<file path="config.mk">
export PLATFORM = sky130hd
export DESIGN_NAME = vga_timing_gen
export DESIGN_NICKNAME = d
export VERILOG_FILES = /design/src/rtl/vga_timing_gen.sv
export SDC_FILE = /design/constraint.sdc
export NUM_CORES = 1
export LEC_CHECK = 0
export BUFFER_PORTS_ARGS = -buffer_cell sky130_fd_sc_hd__buf_2
export CAP_MARGIN = 0
export CORE_ASPECT_RATIO = 0.7
export CORE_MARGIN = 4
export CORE_UTILIZATION = 56
export CTS_CLUSTER_SIZE = 28
export DETAILED_ROUTE_END_ITERATION = 16
export PLACE_DENSITY = 0.88
export SETUP_SLACK_MARGIN = 0.2
export SLEW_MARGIN = 5
export SYNTH_ARGS = -nofsm -noshare
export SYNTH_HDL_FRONTEND = slang
export SYNTH_SLANG_ARGS = --single-unit
export TNS_END_PERCENT = 50
</file>
<file path="constraint.sdc">
create_clock -name vga_clk -period 4.3 [get_ports vga_clk]
set_clock_uncertainty 0.05 [all_clocks]
set_input_delay 1.075 -clock vga_clk [delete_from_list [all_inputs] [get_ports vga_clk]]
set_output_delay 1.075 -clock vga_clk [all_outputs]
set_load 0.005 [all_outputs]
</file>
<file path="src/rtl/vga_timing_gen.sv">
`default_nettype none
// ============================================================================
//  Module      : vga_timing_gen
//  Description : VGA raster timing source. Registered DrawX/DrawY, blank,
//                hs/vs, frame_start pulse and a free-running frame counter.
//  Revision    : 1.0 - initial release
// ============================================================================
module vga_timing_gen #(
  parameter int H_VISIBLE = 640,
  parameter int H_FP      = 16,
  parameter int H_SYNC    = 96,
  parameter int H_BP      = 48,
  parameter int V_VISIBLE = 480,
  parameter int V_FP      = 10,
  parameter int V_SYNC    = 2,
  parameter int V_BP      = 33,
  parameter bit SYNC_POL  = 1'b0
) (
  input  logic       vga_clk,
  input  logic       reset,
  input  logic       pix_en,
  output logic [9:0] DrawX,
  output logic [9:0] DrawY,
  output logic       blank,
  output logic       hs,
  output logic       vs,
  output logic       frame_start,
  output logic [7:0] frame_count
);

  localparam int H_TOTAL = H_VISIBLE + H_FP + H_SYNC + H_BP;
  localparam int V_TOTAL = V_VISIBLE + V_FP + V_SYNC + V_BP;

  if ((H_TOTAL > 1024) || (V_TOTAL > 1024)) begin : g_bad_params
    $error("vga_timing_gen: H_TOTAL and V_TOTAL must not exceed 1024");
  end

  // 11-bit compare constants so a full 1024-wide raster still decodes cleanly
  localparam logic [10:0] c_h_vis      = 11'(H_VISIBLE);
  localparam logic [10:0] c_hs_start   = 11'(H_VISIBLE + H_FP);
  localparam logic [10:0] c_hs_end     = 11'(H_VISIBLE + H_FP + H_SYNC);
  localparam logic [10:0] c_v_vis      = 11'(V_VISIBLE);
  localparam logic [10:0] c_vs_start   = 11'(V_VISIBLE + V_FP);
  localparam logic [10:0] c_vs_end     = 11'(V_VISIBLE + V_FP + V_SYNC);
  localparam logic [9:0]  c_h_last     = 10'(H_TOTAL - 1);
  localparam logic [9:0]  c_v_last     = 10'(V_TOTAL - 1);

  logic [9:0] hc_q, hc_d, vc_q, vc_d;
  logic [9:0] drawx_q, drawx_d, drawy_q, drawy_d;
  logic       blank_q, blank_d, hs_q, hs_d, vs_q, vs_d;
  logic       fs_q, fs_d, started_q, started_d;
  logic [7:0] fc_q, fc_d;
  logic       w_origin;

  always_comb begin
    hc_d      = hc_q + 10'd1;
    vc_d      = vc_q;
    w_origin  = (hc_q == 10'd0) && (vc_q == 10'd0);
    if (hc_q == c_h_last) begin
      hc_d = 10'd0;
      vc_d = (vc_q == c_v_last) ? 10'd0 : vc_q + 10'd1;
    end
    drawx_d   = hc_q;
    drawy_d   = vc_q;
    blank_d   = ({1'b0, hc_q} < c_h_vis) && ({1'b0, vc_q} < c_v_vis);
    hs_d      = (({1'b0, hc_q} >= c_hs_start) && ({1'b0, hc_q} < c_hs_end)) ? SYNC_POL : ~SYNC_POL;
    vs_d      = (({1'b0, vc_q} >= c_vs_start) && ({1'b0, vc_q} < c_vs_end)) ? SYNC_POL : ~SYNC_POL;
    fs_d      = w_origin;
    // The (0,0) presented right after reset starts frame 0 rather than completing one
    fc_d      = (w_origin && started_q) ? fc_q + 8'd1 : fc_q;
    started_d = started_q | w_origin;
  end

  always_ff @(posedge vga_clk or posedge reset) begin
    if (reset) begin
      hc_q      <= 10'd0;
      vc_q      <= 10'd0;
      drawx_q   <= 10'd0;
      drawy_q   <= 10'd0;
      blank_q   <= 1'b0;
      hs_q      <= ~SYNC_POL;
      vs_q      <= ~SYNC_POL;
      fs_q      <= 1'b0;
      fc_q      <= 8'd0;
      started_q <= 1'b0;
    end else if (pix_en) begin
      hc_q      <= hc_d;
      vc_q      <= vc_d;
      drawx_q   <= drawx_d;
      drawy_q   <= drawy_d;
      blank_q   <= blank_d;
      hs_q      <= hs_d;
      vs_q      <= vs_d;
      fs_q      <= fs_d;
      fc_q      <= fc_d;
      started_q <= started_d;
    end
  end

  assign DrawX       = drawx_q;
  assign DrawY       = drawy_q;
  assign blank       = blank_q;
  assign hs          = hs_q;
  assign vs          = vs_q;
  assign frame_start = fs_q;
  assign frame_count = fc_q;

endmodule
`default_nettype wire
</file>
==> impl_metrics.env <==
export IMPL_post_cts_buffers=0
export IMPL_io_pins=35
export IMPL_path_max_fanout=19
export IMPL_grt_max_degree=54
export IMPL_grt_pass1_wl_um=8830
export IMPL_whs_path_depth=1
export IMPL_h_tree_depth=2
export IMPL_multiInputGateArea_mm2=0.00105
export IMPL_die_area_mm2=0.00553
export IMPL_synthCells=217
export IMPL_synth_main_ff_cell="dfrtp_1"
export IMPL_final_cell_mix="51 x dfrtp_1, 34 x buf_2, 20 x mux2_2"
export IMPL_drv_cap=0
export IMPL_grtUsageTotal_pct=20.0
export IMPL_syn_nets=225
export IMPL_critical_path_required_ns=4.47
export IMPL_fill_cells=323
export IMPL_synth_seq_cells=53
export IMPL_ys_types=39
export IMPL_first_iter_violations=149
export IMPL_crit_slowest_cell="nor3_1"
export IMPL_coreArea_mm2=0.00407
export IMPL_hold_viol=0
export IMPL_synth_edff_count=0
export IMPL_clkLatencyLatePin_ns=0.30
export IMPL_synth_area_leaders="dfrtp_1 52%, mux2_2 9.2%, xor2_1 3.6%, nand2_1 2.6%, ha_1 2.5%"
export IMPL_root_buffer="clkbuf_8"
export IMPL_ys_warn_count=0
export IMPL_fp_dieW_um=87.2
export IMPL_wl_per_cell_um=16.8
export IMPL_port_buffer_count=34
export IMPL_synth_top_area_share_pct=51.9
export IMPL_fp_row_count=19
export IMPL_clkTransAtPathRegs_ns=0.09
export IMPL_cts_hold_buffers=0
export IMPL_num_antenna_cells=0
export IMPL_setup_viol=0
export IMPL_ff_latch_area_mm2=0.00133
export IMPL_reg2reg_depth=5
export IMPL_end_kind="flip-flop"
export IMPL_vias_per_cell=5.87
export IMPL_seq_area_frac_synth_pct=54.0
export IMPL_rsz0062_at_grt="false"
export IMPL_slew_headroom_pct=27.7
export IMPL_cts_sinks=53
export IMPL_critPathLaunchType="input port"
export IMPL_fin_crit_ns=2.82
export IMPL_hpwl_um=3580
export IMPL_area_delta_synth_final_pct=13.2
export IMPL_drtPass1Iterations=4
export IMPL_cts_tree="yes"
export IMPL_grt_overflow=0
export IMPL_post_route_util_pct=68.5
export IMPL_ys_async_sr_fraction_pct=100
export IMPL_grt_antenna_before_repair=0
export IMPL_fin_nets=258
export IMPL_drt_wl_total_um=5080
export IMPL_synth_area_mm2=0.00246
export IMPL_drive_gt1_share_pct=28.3
export IMPL_gp_congestion=0.929
export IMPL_start_util_pct=60.5
export IMPL_antenna_left=0
export IMPL_slew_violations=0
export IMPL_power_per_cell_area_mw_per_mm2=393
export IMPL_cts_resized=0
export IMPL_drc=0
export IMPL_cp_cell_sequence="buf_2, buf_4, nand4_1, nor3_1, o21ai_0, o21ai_0"
export IMPL_finalCritPeriodShare_pct=65.5
export IMPL_clockBufferDepth=2
export IMPL_power_leakage_nw=1.35
export IMPL_dr_total_vias=1780
export IMPL_status="complete, no violations"
export IMPL_fmax_mhz=355
export IMPL_min_path_type="reg2reg"
export IMPL_tns_ns=0
export IMPL_arrival_ns=2.98
export IMPL_layout_commonest_cell="dfrtp_1"
export IMPL_ir_drop_mv=0.289
export IMPL_cts_buffers_inserted=5
export IMPL_cp_slowest_stage_delay_ns=0.59
export IMPL_crit_type="in2reg"
export IMPL_crit_top_cell="o21ai_0"
export IMPL_fp_dieH_um=63.4
export IMPL_syn_avg_cell_area_um2=11.3
export IMPL_first_global_vias=1796
export IMPL_worstMarginPinSlew_ns=1.08
export IMPL_yosys_area_top_type="dfrtp_1"
critical path: cells and delay by family:
kind,cells,cell delay [ns]
buffers and inverters,2,0.64
AO/OA/AOI/OAI,2,0.48
AND/OR/NAND/NOR,2,0.77
cell type report:
cell class	instances	share of cell area, %
inverters	11	1.48
multi-input cells	144	37.9
flip-flops and latches	53	47.8
clock buffers	7	3.10
clock inverters	1	1.08
well taps	52	2.34
repair buffers	35	6.38
final timing paths:
kind	slack, ns	end	from
min in group asynchronous	0.99	frame_count[1]	reset
min	0.42	frame_count[7]	frame_count[7]
max in group asynchronous	2.55	drawx_d[8]	reset
min reg2reg	0.42	frame_count[7]	frame_count[7]
max	1.48	drawy_d[0]	pix_en
max reg2reg	2.20	drawy_d[9]	drawx_d[1]
synthesized netlist by cell type, drive strengths merged (3+ instances only):
cell type	instances
a21oi	4
buf	3
clkbuf	6
dfrtp	51
ha	5
inv	11
mux2	21
nand2	17
nand3	9
nand4	9
nor2	9
nor3	7
nor4	8
o21ai	12
o31ai	3
xnor2	7
xor2	10
where the power goes:
group | internal, mW | total, mW | switching [mW] | leakage [nW]
combinational | 0.0694 | 0.145 | 0.0752 | 0.618
clock | 0.190 | 0.347 | 0.157 | 0.0585
sequential | 0.545 | 0.602 | 0.0574 | 0.672
per-layer routing:
layer  vias up  share of wire, %  track usage, %
li1        838                 -               -
met1       868                50            30.7
met2        67                42            28.4
met3         7               7.0            5.34
met4         0               1.2            4.21
met5         -                 0               0
through the flow:
| step | area [um^2] | setup WS, ns | instances | hold WS, ns | total power [mW] |
|---|---|---|---|---|---|
| floorplan | 2460 | 1.82 | 217 | 0.415 | 0.695 |
| global placement | 2670 | 1.43 | 295 | 0.407 | 0.751 |
| detailed placement | 2670 | 1.18 | 295 | 0.402 | 0.756 |
| CTS | 2780 | 1.48 | 303 | 0.419 | 1.10 |
| global route | 2780 | 1.26 | 303 | 0.434 | 1.15 |
| finish | 2780 | 1.48 | 303 | 0.421 | 1.09 |
state kept, by name (all words and copies together) (netlist names):
| register | count |
|---|---|
| drawx_d | 10 |
| started_q | 1 |
| frame_count | 8 |
| DrawY | 10 |
| DrawX | 10 |
| blank | 1 |
| vs | 1 |
| hs | 1 |
| frame_start | 1 |
| drawy_d | 10 |
kinds of logic (layout without fill, tap and decap cells):
| kind of cell | after synthesis | in the layout | synth area share [%] |
|---|---|---|---|
| buffers and inverters | 20 | 54 | 3.10 |
| AO/OA/AOI/OAI | 24 | 24 | 5.50 |
| AND/OR/NAND/NOR | 75 | 75 | 18.2 |
| multiplexers | 23 | 23 | 10.6 |
| flip-flops | 53 | 53 | 54.0 |
| adder cells (fa/ha/maj) | 5 | 5 | 2.54 |
| XOR/XNOR | 17 | 17 | 6.06 |
(Power assumes the default switching activity.)
